===== src/rtl/cpu_memory.sv =====
// cpu_memory: memory stage of a pipelined CPU.
//
// Accepts one request per new tag from execute. Non-memory requests pass the
// execute result through in one cycle. Misaligned loads/stores fault without
// touching the bus. Aligned loads/stores run a single bus transaction that
// stays on the bus until i_bus_ready, then return the (extended) load data.
//
// Ports:
//   i_clock, i_reset          clock, synchronous active-high reset
//   i_stall                   writeback cannot accept; blocks acceptance only
//   i_tag                     request tag; differs from o_tag => new request
//   i_inst_rd, i_rd           destination register and execute result
//   i_mem_read, i_mem_write   load / store
//   i_mem_width, i_mem_signed access width (1/2/4, else word), sign-extend load
//   i_mem_address, i_mem_wdata byte address, LSB-aligned store data
//   o_bus_*                   bus request, rw, word address, lanes, write data
//   i_bus_ready, i_bus_rdata  transaction complete, read data
//   o_tag, o_inst_rd, o_rd    completed request tag, destination, result
//   o_fault                   last completed request was misaligned
//   o_stall                   upstream must hold its inputs

`ifndef TAG_SIZE
`define TAG_SIZE 8
`endif

module cpu_memory (
    input  logic                 i_clock,
    input  logic                 i_reset,
    input  logic                 i_stall,
    input  logic [`TAG_SIZE-1:0] i_tag,
    input  logic [4:0]           i_inst_rd,
    input  logic [31:0]          i_rd,
    input  logic                 i_mem_read,
    input  logic                 i_mem_write,
    input  logic [2:0]           i_mem_width,
    input  logic                 i_mem_signed,
    input  logic [31:0]          i_mem_address,
    input  logic [31:0]          i_mem_wdata,
    output logic                 o_bus_request,
    output logic                 o_bus_rw,
    output logic [31:0]          o_bus_address,
    output logic [3:0]           o_bus_byte_enable,
    output logic [31:0]          o_bus_wdata,
    input  logic                 i_bus_ready,
    input  logic [31:0]          i_bus_rdata,
    output logic [`TAG_SIZE-1:0] o_tag,
    output logic [4:0]           o_inst_rd,
    output logic [31:0]          o_rd,
    output logic                 o_fault,
    output logic                 o_stall
);

    typedef enum logic {
        S_IDLE,
        S_ACCESS
    } state_t;

    state_t r_state;
    state_t w_next_state;

    logic                 r_bus_request;
    logic                 r_bus_rw;
    logic [31:0]          r_bus_address;
    logic [3:0]           r_bus_byte_enable;
    logic [31:0]          r_bus_wdata;
    logic [`TAG_SIZE-1:0] r_tag;
    logic [4:0]           r_inst_rd;
    logic [31:0]          r_rd;
    logic                 r_fault;

    // Attributes of the in-flight access, captured at acceptance so the
    // completion does not depend on upstream holding its inputs.
    logic [`TAG_SIZE-1:0] r_ld_tag;
    logic [4:0]           r_ld_rd;
    logic [2:0]           r_ld_width;
    logic                 r_ld_signed;
    logic [1:0]           r_ld_offset;
    logic                 r_ld_write;

    logic        w_is_mem;
    logic        w_tag_new;
    logic        w_misaligned;
    logic        w_request;
    logic [3:0]  w_byte_enable;
    logic [31:0] w_wdata;
    logic [31:0] w_shifted;
    logic [31:0] w_load_data;

    assign w_is_mem  = i_mem_read | i_mem_write;
    assign w_tag_new = (i_tag != r_tag);
    assign w_request = !i_stall && w_tag_new && (r_state == S_IDLE);

    // Any width other than 1 or 2 behaves as a word access.
    always_comb begin
        w_misaligned  = 1'b0;
        w_byte_enable = 4'b1111;
        w_wdata       = i_mem_wdata;
        case (i_mem_width)
            3'd1: begin
                w_misaligned  = 1'b0;
                w_byte_enable = 4'b0001 << i_mem_address[1:0];
                w_wdata       = {24'd0, i_mem_wdata[7:0]} << {i_mem_address[1:0], 3'b000};
            end
            3'd2: begin
                w_misaligned  = i_mem_address[0];
                w_byte_enable = 4'b0011 << {i_mem_address[1], 1'b0};
                w_wdata       = {16'd0, i_mem_wdata[15:0]} << {i_mem_address[1], 4'b0000};
            end
            default: begin
                w_misaligned  = (i_mem_address[1:0] != 2'b00);
                w_byte_enable = 4'b1111;
                w_wdata       = i_mem_wdata;
            end
        endcase
    end

    assign w_shifted = i_bus_rdata >> {r_ld_offset, 3'b000};

    always_comb begin
        w_load_data = w_shifted;
        case (r_ld_width)
            3'd1:    w_load_data = {{24{r_ld_signed & w_shifted[7]}}, w_shifted[7:0]};
            3'd2:    w_load_data = {{16{r_ld_signed & w_shifted[15]}}, w_shifted[15:0]};
            default: w_load_data = w_shifted;
        endcase
    end

    always_comb begin
        w_next_state = r_state;
        o_stall      = 1'b0;
        case (r_state)
            S_IDLE: begin
                o_stall = w_tag_new && w_is_mem && !w_misaligned;
                if (w_request && w_is_mem && !w_misaligned)
                    w_next_state = S_ACCESS;
            end
            S_ACCESS: begin
                o_stall = 1'b1;
                if (i_bus_ready)
                    w_next_state = S_IDLE;
            end
            default: w_next_state = S_IDLE;
        endcase
    end

    always_ff @(posedge i_clock) begin
        if (i_reset)
            r_state <= S_IDLE;
        else
            r_state <= w_next_state;
    end

    always_ff @(posedge i_clock) begin
        if (i_reset) begin
            r_bus_request     <= 1'b0;
            r_bus_rw          <= 1'b0;
            r_bus_address     <= '0;
            r_bus_byte_enable <= '0;
            r_bus_wdata       <= '0;
            r_tag             <= '0;
            r_inst_rd         <= '0;
            r_rd              <= '0;
            r_fault           <= 1'b0;
            r_ld_tag          <= '0;
            r_ld_rd           <= '0;
            r_ld_width        <= '0;
            r_ld_signed       <= 1'b0;
            r_ld_offset       <= '0;
            r_ld_write        <= 1'b0;
        end else begin
            case (r_state)
                S_IDLE: begin
                    if (w_request) begin
                        if (!w_is_mem) begin
                            r_tag     <= i_tag;
                            r_inst_rd <= i_inst_rd;
                            r_rd      <= i_rd;
                            r_fault   <= 1'b0;
                        end else if (w_misaligned) begin
                            r_tag     <= i_tag;
                            r_inst_rd <= '0;
                            r_fault   <= 1'b1;
                        end else begin
                            // A request flagged both read and write is a store.
                            r_bus_request     <= 1'b1;
                            r_bus_rw          <= i_mem_write;
                            r_bus_address     <= {i_mem_address[31:2], 2'b00};
                            r_bus_byte_enable <= w_byte_enable;
                            r_bus_wdata       <= w_wdata;
                            r_ld_tag          <= i_tag;
                            r_ld_rd           <= i_inst_rd;
                            r_ld_width        <= i_mem_width;
                            r_ld_signed       <= i_mem_signed;
                            r_ld_offset       <= i_mem_address[1:0];
                            r_ld_write        <= i_mem_write;
                        end
                    end
                end
                S_ACCESS: begin
                    if (i_bus_ready) begin
                        r_bus_request <= 1'b0;
                        r_tag         <= r_ld_tag;
                        r_fault       <= 1'b0;
                        if (r_ld_write) begin
                            r_inst_rd <= '0;
                        end else begin
                            r_inst_rd <= r_ld_rd;
                            r_rd      <= w_load_data;
                        end
                    end
                end
                default: ;
            endcase
        end
    end

    assign o_bus_request     = r_bus_request;
    assign o_bus_rw          = r_bus_rw;
    assign o_bus_address     = r_bus_address;
    assign o_bus_byte_enable = r_bus_byte_enable;
    assign o_bus_wdata       = r_bus_wdata;
    assign o_tag             = r_tag;
    assign o_inst_rd         = r_inst_rd;
    assign o_rd              = r_rd;
    assign o_fault           = r_fault;

endmodule


===== config.mk =====
export PLATFORM = sky130hd
export DESIGN_NAME = cpu_memory
export DESIGN_NICKNAME = d
export VERILOG_FILES = /design/src/rtl/cpu_memory.sv
export SDC_FILE = /design/constraint.sdc
export NUM_CORES = 1
export LEC_CHECK = 0
export CAP_MARGIN = 20
export CORE_UTILIZATION = 43
export CTS_CLUSTER_DIAMETER = 80
export DETAILED_ROUTE_END_ITERATION = 8
export GPL_ROUTABILITY_DRIVEN = 0
export PLACE_DENSITY = 0.82
export SKIP_LAST_GASP = 1
export SLEW_MARGIN = 10
export SYNTH_ARGS = -nofsm -noshare
export SYNTH_HDL_FRONTEND = slang
export SYNTH_SLANG_ARGS = --single-unit

===== constraint.sdc =====
create_clock -name i_clock -period 2.3 [get_ports i_clock]
set_input_delay 0.345 -clock i_clock [delete_from_list [all_inputs] [get_ports i_clock]]
set_output_delay 0.345 -clock i_clock [all_outputs]
set_load 0.1 [all_outputs]

==> flow_summary.ini, run 1 <==
[finish]
utilization_pct = 66.8
drive_gt1_share_pct = 22.1
synthToLayoutAreaGrowth_pct = 51.2
fin_area_um2 = 9750
seq_area_um2 = 2690
layout.nets = 1166
diodes = 0
multi_input_area_um2 = 3420
fill_cells = 1200

[floorplanning]
fp.dieH_um = 124
boundaryPins = 268
rows = 44
dieArea_um2 = 15500
start_util_pct = 44.2
core_um2 = 14600
die_w_um = 124

[yosys]
synth_ff_type = dfxtp_1
seq_area_frac_synth_pct = 41.6
synth.lib_cells_used.distinct = 54
syn_avg_cell_area_um2 = 8.43
synth_area_um2 = 6450
synth.most_common_cell = dfxtp_1
ys_ff_latch = 134
synth-edff-count = 0
synthTopCellsByArea = dfxtp_1, a21oi_1, mux2i_1
synthTopCellsByCount = dfxtp_1, a21oi_1, o21ai_0
yosys.area.top_type = dfxtp_1
synthCells = 765
ys.warnings.count = 0
synthArstFlopShare_pct = 0
synth_top_area_share_pct = 41.6

[timing]
whs_ns = 0.470
drv_slew = 0
setup_viol = 0
timing.fmax_mhz = 463
finalCriticalPeriod_ns = 2.16
fin_skew_ns = 0.00719
tightest_slew_ns = 0.614
rsz0062_at_grt = false
fin_crit_sh_pct = 93.9
timing.slew.headroom_pct = 59.0
hold_viol_final = 0

[flow_run]
drv_cap = 0

[global_route]
grt_pass1_wl_mm = 36.4
grt_pass1_vias = 6764
gr-total-overflow = 0
antenna_found_initial = 0
grt_usage_pct = 29.1
grt_max_degree = 119

[critical_path]
cp.required_ns = 1.96
setup.worst_path.start = i_tag[7]
crit_path_max_incr_delay_ns = 0.46
crit_fanout = 4
crit_family = buffers and inverters
worst-path-buf-inv = 3
slowest_stage = clkdlybuf4s50_1
cp-end-kind = output pin
worstPathCellList = clkdlybuf4s50_1 > xnor2_1 > nand4_2 > buf_4 > nor2_1 > o21ai_4 > buf_12
start_kind = input port
r2r_start = r_ld_offset[0]
path_class = input port to output pin
cp.arrival_ns = 1.81

[power_and_ir_drop]
p_per_area_nw_per_um2 = 763
p_leak_nw = 3.65
irDropWorstVdd_mv = 0.497

[route]
viasPerCell = 5.88
route.detailed.drc = 0
postRouteAntennaNets = 0
drt_iter0_markers = 658
wire_per_inst_um = 18.7
firstDrtPassIters = 5
totalWireLength_mm = 22.6
vias = 7126

[clock_network]
ctsResizeCount = 0
cts_max_level = 4
cts_tree = done
cts_root_buf = clkbuf_16
clk_latency_ns = 0.41
cts.path.max_buffers = 2
clkSinkCount = 134
holdBufCountCts = 0
clkTransAtPathRegs_ns = 0.06
cts_buffers = 17
post_cts_buffers = 0

[place]
dpl_cell_area_um2 = 9190
port_buffers = 265
hpwlAfterDp_mm = 15.6

[outcome]
status = finished clean

[worst_hold_path]
min-delay-path-class = register to register
min-delay-start = o_bus_request
==> metrics by stage <==
step,setup slack [ns],total power (W),instances,TNS [ns]
floorplan,0.0996,0.00415,766,0
global placement,0.0582,0.00489,1180,0
detailed placement,-0.0267,0.00491,1180,-0.0267
CTS,0.151,0.00745,1211,0
global route,0.0387,0.00769,1211,0
finish,0.141,0.00744,1211,0
==> power breakdown <==
part / leakage (nW) / switching [W] / internal [W]
Combinational: 2.28 / 0.00160 / 0.000719
Clock: 0.268 / 0.00100 / 0.00156
Sequential: 1.10 / 0.0000915 / 0.00247
Total: 3.65 / 0.00269 / 0.00475
==> layer usage <==
| metal | wire length (um) | GRT usage, % | vias up |
|---|---|---|---|
| met5 | 0 | 0 | - |
| met4 | 558 | 9.92 | 0 |
| met3 | 2020 | 8.20 | 38 |
| met2 | 10700 | 46.2 | 369 |
| met1 | 9340 | 37.6 | 3343 |
| li1 | - | - | 3376 |
==> cells by family (layout without fill, tap and decap cells) <==
| group | Yosys count | count (layout) | share of synthesized area (%) |
|---|---|---|---|
| AOI/OAI and AO/OA | 310 | 310 | 31.0 |
| and+or+nand+nor | 190 | 190 | 15.0 |
| other | 1 | 2 | 0.0582 |
| buffers and inverters | 88 | 349 | 6.02 |
| muxes | 32 | 32 | 4.97 |
| xor gates and xnor gates | 10 | 10 | 1.36 |
| DFF | 134 | 134 | 41.6 |
==> state kept, by name, indices dropped and copies added, names as in the netlist <==
signal             cells
o_inst_rd              5
o_rd                  32
r_ld_rd                5
r_ld_signed            1
r_ld_width             3
r_ld_tag               8
o_bus_address         30
o_tag                  8
o_bus_byte_enable      4
r_state                1
o_fault                1
o_bus_wdata           32
r_ld_write             1
r_ld_offset            2
o_bus_request          1
==> cells in the final DEF, fill, tap and decap left out, types with 3 or more instances in the layout <==
cell type,synthesis,routed
a211oi_1,30,30
a21oi_1,111,111
a221oi_1,13,13
a22oi_1,17,17
a311oi_1,16,16
a31oi_1,5,5
a32oi_1,8,8
and3_1,5,5
buf_12,0,9
buf_4,5,155
clkbuf_16,0,17
clkbuf_8,0,3
clkdlybuf4s50_1,0,149
clkinv_2,0,5
clkinvlp_4,0,3
dfxtp_1,134,126
dfxtp_2,0,8
inv_1,4,4
mux2i_1,32,32
nand2_1,39,39
nand2b_1,6,6
nand3_1,51,51
nand4_1,8,8
nor2_1,30,30
nor2b_1,10,10
nor3_1,22,22
nor4_1,3,3
o21ai_0,62,61
o21ai_1,10,10
o221a_2,8,8
o2bb2ai_1,8,8
o32ai_1,8,8
or2_2,3,3
xnor2_1,10,10
==> worst paths after layout <==
kind | slack (ns) | end | cells after the start
min | 0.47 | o_bus_request | 2
min reg2reg | 0.47 | o_bus_request | 2
max reg2reg | 0.34 | o_rd[1] | 5
max | 0.14 | o_stall | 7
==> layout make-up <==
class / instances / area share, %
Clock buffer: 22 / 4.87
Clock inverter: 9 / 0.796
Inverter: 5 / 0.193
Multi-Input combinational cell: 544 / 35.1
Sequential cell: 134 / 27.6
Tap cell: 184 / 2.36
Timing Repair Buffer: 313 / 29.1
==> worst reg2reg max path: cells and delay by family, from the launching register on <==
kind	cells	cell delay (ns)
compound gates	2	0.25
buf+inv	1	0.41
flops	1	0.51
mux	2	0.64
Power figures use the tool's default switching activity.
==> run 2, diff against run 1 <==
REMOVE_ABC_BUFFERS = 1   (was default)
==> run 2 against run 1 <==
Critical path depth increased by 1. Die area stayed put. Clock power rose by 18%. Fmax shrank 3.6%. Core utilization is 1.7 points higher. Clock skew up 0.0025 ns. Critical endpoint unchanged. Via count rose by 1.2%. Critical path type unchanged. Largest cell class unchanged.
==> flow_summary.ini, run 2 (same netlist as run 1, synthesis figures left out) <==
[timing]
hold_viol_final = 0
fin_skew_ns = 0.00967
timing.slew.headroom_pct = 37.1
rsz0062_at_grt = false
finalCriticalPeriod_ns = 2.24
tightest_slew_ns = 0.936
drv_slew = 0
setup_viol = 0
timing.fmax_mhz = 447
fin_crit_sh_pct = 97.4
setup_ws_ns = 0.0605

[flow_run]
drv_cap = 0

[finish]
diodes = 0
fill_cells = 1156
final_cell_mix = buf_4, clkdlybuf4s50_1, dfxtp_1, a21oi_1, o21ai_0
final_common_cell = buf_4
synthToLayoutAreaGrowth_pct = 55.0
layout.nets = 1185
final_cell_count_no_fill = 1231
utilization_pct = 68.5
drive_gt1_share_pct = 22.9

[power_and_ir_drop]
p_per_area_nw_per_um2 = 792
p_clk_share_pct = 38.0
p_int_w = 0.00516
swShare_pct = 34.8
p_switching_w = 0.00275
p_seq_share_pct = 32.4
p_leak_nw = 3.80
combPwrFrac_pct = 29.6
irDropWorstVdd_mv = 0.536

[route]
drt_iter0_markers = 476
wire_per_inst_um = 18.4
route.detailed.drc = 0
vias = 7212
postRouteAntennaNets = 0
firstDrtPassIters = 7
totalWireLength_mm = 22.7
viasPerCell = 5.86

[floorplanning]
core_um2 = 14600
dieArea_um2 = 15500
die_w_um = 124
boundaryPins = 268
start_util_pct = 44.2
fp.dieH_um = 124
rows = 44

[global_route]
grt_pass1_wl_mm = 36.4
antenna_found_initial = 0
grt_usage_pct = 29.2
grt_max_degree = 119
grtUsageMet3_pct = 7.69
busiest_layer = met2
grt_pass1_vias = 6871
grt_util_met2_pct = 46.3
gr-total-overflow = 0
grt.met1_usage_pct = 37.2

[critical_path]
start_kind = input port
crit_fanout = 3
crit_top_cell = buf_4
reg2regPathDepth = 4
timing.rr.end = o_rd[30]
worst-path-buf-inv = 4
cp.required_ns = 1.96
crit_path_max_incr_delay_ns = 0.50
rrSetupSlack_ns = 0.18
path_class = input port to output pin
worstPathCellList = clkdlybuf4s50_1 > xnor2_1 > nand4_2 > buf_4 > nor2_1 > o21ai_0 > buf_4 > buf_12
r2r_start = r_ld_offset[0]
cp-end-kind = output pin
cp.arrival_ns = 1.89
crit_family = buffers and inverters
slowest_stage = clkdlybuf4s50_1

[clock_network]
cts_tree = done
cts_max_level = 4
cts.path.max_buffers = 2
cts_root_buf = clkbuf_16
clk_latency_ns = 0.43
holdBufCountCts = 0
cts_buffers = 17
clkSinkCount = 134
clkTransAtPathRegs_ns = 0.06

[place]
dp_slack_ns = -0.304
placed_cells = 1197
port_buffers = 265
hpwlAfterDp_mm = 15.6

[worst_hold_path]
min-delay-start = i_mem_address[0]
hold_path_depth = 4
min-delay-path-class = input port to register
whs_endpoint = r_ld_offset[0]

[outcome]
status = finished clean
run 2: how the worst max path moves through the flow:
stage,startpoint,end,slack (ns),cells after the start
after detailed placement,i_mem_address[0],o_bus_wdata[26],-0.30,5
after global routing,i_tag[6],o_stall,0.0002,8
after global placement,i_mem_address[0],o_bus_byte_enable[3],-0.23,5
final,i_tag[6],o_stall,0.06,8
after CTS,i_mem_address[0],o_stall,0.01,7
after floorplan,i_mem_width[1],o_stall,-2.09,3
run 2: per-stage QoR:
stage	hold slack, ns	area [um2]	setup TNS [ns]	power (W)
floorplan	0.413	6080	-129.94	0.00406
global placement	0.448	9320	-5.01	0.00492
detailed placement	0.460	9320	-8.04	0.00494
CTS	0.462	9980	0	0.00793
global route	0.439	9990	0	0.00818
finish	0.426	9990	0	0.00791
run 2: per-layer routing:
metal	vias up	share of wire (%)
met1	3381	41
li1	3421	-
met4	0	2.7
met2	362	47
met5	-	0
met3	48	8.5
run 2: final cells by class:
class	count	area, um2	share of cell area [%]
clock buffer	19	443	4.43
inverter	5	18.8	0.188
clock inverter	13	204	2.04
tap	184	230	2.30
timing repair buffer	332	2990	29.9
multi-input combinational	544	3430	34.3
sequential	134	2680	26.8
run 2: repair_timing:
action,in CTS,in global routing
endpoints found under the setup margin,1,21
hold endpoints to repair,0,0
pin swaps,1,1
gates resized for setup,2,3
setup buffers,2,0
run 2: worst min-delay path, cell delays in order:
cell and delay (ns):
dlymetal6s2s_1 0.19, buf_4 0.16, nand3_1 0.06, a21oi_1 0.05
run 2: power groups by stage:
| stage | clock network, W | logic, W | registers, W |
|---|---|---|---|
| finish | 0.00301 | 0.00234 | 0.00256 |
| global route | 0.00316 | 0.00244 | 0.00258 |
| CTS | 0.00303 | 0.00233 | 0.00256 |
| detailed placement | 0 | 0.00233 | 0.00261 |
| global placement | 0 | 0.00231 | 0.00261 |
| floorplan | 0 | 0.000529 | 0.00353 |
==> run 3, diff against run 2 <==
CORE_UTILIZATION = 47   (was 43)
HOLD_SLACK_MARGIN = 0.02   (was default)
PLACE_DENSITY = 0.89   (was 0.82)
clock period = 2.8 ns   (was 2.3 ns; I/O delays follow)
==> run 3 against run 2 <==
Clock power shrank 27%. Count of clock-buffer cells in the layout is the same. Worst hold slack gained 0.040 ns. Via count shrank 0.94%. Total power shrank 22%. Cell count shrank 3.7%. Non-clock buffer count shrank 37. Clock skew shrank 0.0041 ns. Critical endpoint unchanged. Largest cell class unchanged. Largest power group unchanged.
==> flow_summary.ini, run 3 (same netlist as run 1, synthesis figures left out) <==
[outcome]
status = finished clean

[power_and_ir_drop]
p_per_area_nw_per_um2 = 645
p_leak_nw = 3.54
irDropWorstVdd_mv = 0.464

[critical_path]
rrSetupSlack_ns = 0.46
cp.arrival_ns = 2.20
crit_fanout = 8
slowest_stage = clkdlybuf4s50_1
timing.rr.end = o_bus_wdata[24]
crit_family = buffers and inverters
setup.worst_path.start = i_mem_width[1]
cp-end-kind = output pin
worst-path-stages = 6
crit_path_max_incr_delay_ns = 0.58
start_kind = input port
reg2regPathDepth = 4
worst-path-buf-inv = 3
r2r_start = r_state
worstPathCellList = clkdlybuf4s50_1 > and2b_4 > o311ai_4 > o21ai_0 > buf_4 > buf_12
path_class = input port to output pin
cp.required_ns = 2.38
cp-endpoint = o_stall

[finish]
final_cell_mix = clkdlybuf4s50_1, buf_4, dfxtp_1, a21oi_1, o21ai_0
layout.nets = 1148
drive_gt1_share_pct = 20.2
fill_cells = 1058
synthToLayoutAreaGrowth_pct = 47.9
seq_area_um2 = 2680
final_common_cell = clkdlybuf4s50_1
final_cell_count_no_fill = 1186
diodes = 0
fin_area_um2 = 9540
multi_input_area_um2 = 3410

[place]
port_buffers = 265
dpl_cell_area_um2 = 8960
dp_slack_ns = -0.0160
hpwlAfterDp_mm = 15.4
placed_cells = 1154

[global_route]
antenna_found_initial = 0
grt_pass1_wl_mm = 35.6
grt_pass1_vias = 7060
grt_usage_pct = 31.7
gr-total-overflow = 0
grt_max_degree = 119

[route]
postRouteAntennaNets = 0
drt_iter0_markers = 543
totalWireLength_mm = 22.6
wire_per_inst_um = 19.1
viasPerCell = 6.02
route.detailed.drc = 0
firstDrtPassIters = 5
vias = 7144

[worst_hold_path]
min-delay-path-class = register to register

[clock_network]
clkTransAtPathRegs_ns = 0.06
clkSinkCount = 134
cts_tree = done
clk_latency_ns = 0.42
cts_buffers = 17
ctsResizeCount = 0
cts_max_level = 4
cts.path.max_buffers = 2
cts_root_buf = clkbuf_16
holdBufCountCts = 0
post_cts_buffers = 0

[timing]
rsz0062_at_grt = false
fin_skew_ns = 0.00561
finalCriticalPeriod_ns = 2.62
timing.slew.headroom_pct = 28.8
drv_slew = 0
setup_viol = 0
tightest_slew_ns = 1.07
hold_viol_final = 0
timing.fmax_mhz = 382
setup_ws_ns = 0.180
fin_crit_sh_pct = 93.6

[floorplanning]
fp.dieH_um = 119
rows = 42
boundaryPins = 268
die_w_um = 119
dieArea_um2 = 14200
core_um2 = 13300
start_util_pct = 48.5

[flow_run]
drv_cap = 0
run 3: how the worst min path moves through the flow:
| stage | start | endpoint | slack (ns) | cells after the start |
|---|---|---|---|---|
| after global routing | o_rd[29] | o_rd[29] | 0.49 | 2 |
| after floorplan | r_ld_tag[0] | r_ld_tag[0] | 0.45 | 2 |
| final | o_bus_request | o_bus_request | 0.47 | 2 |
| after global placement | o_bus_request | o_bus_request | 0.44 | 2 |
| after CTS | o_bus_request | o_bus_request | 0.47 | 2 |
| after detailed placement | o_bus_request | o_bus_request | 0.46 | 2 |
run 3: tightest hold or removal path, cell delays in order (launching register included):
cell and delay, ns:
dfxtp_1 0.31, nand2_1 0.05, a21oi_1 0.06
run 3: power by group:
part	internal (W)	leakage [nW]	switching, W	total, W
Sequential	0.00203	1.10	0.0000792	0.00211
Clock	0.00133	0.271	0.000870	0.00220
Combinational	0.000552	2.17	0.00130	0.00185
Total	0.00391	3.54	0.00225	0.00615
run 3: per-layer routing:
layer | wire length, um | track usage (%)
met1 | 8750 | 37.6
met2 | 11000 | 52.5
met5 | 0 | 0
met3 | 2170 | 8.62
met4 | 708 | 15.5
run 3: area by class of cell:
| type | instances | area share, % |
|---|---|---|
| clock buffers | 19 | 4.64 |
| inverters | 5 | 0.197 |
| clock inverters | 13 | 1.38 |
| well taps | 176 | 2.31 |
| flip-flops and latches | 134 | 28.1 |
| multi-input cells | 544 | 35.8 |
| repair buffers | 295 | 27.5 |
run 3: through the flow:
step	total power [W]	utilization, %	hold slack [ns]	setup TNS (ns)
global placement	0.00396	67.4	0.445	0
floorplan	0.00334	-	0.447	-65.44
finish	0.00615	71.7	0.466	0
global route	0.00635	71.7	0.492	0
detailed placement	0.00398	67.4	0.458	-0.0160
CTS	0.00616	71.7	0.466	0
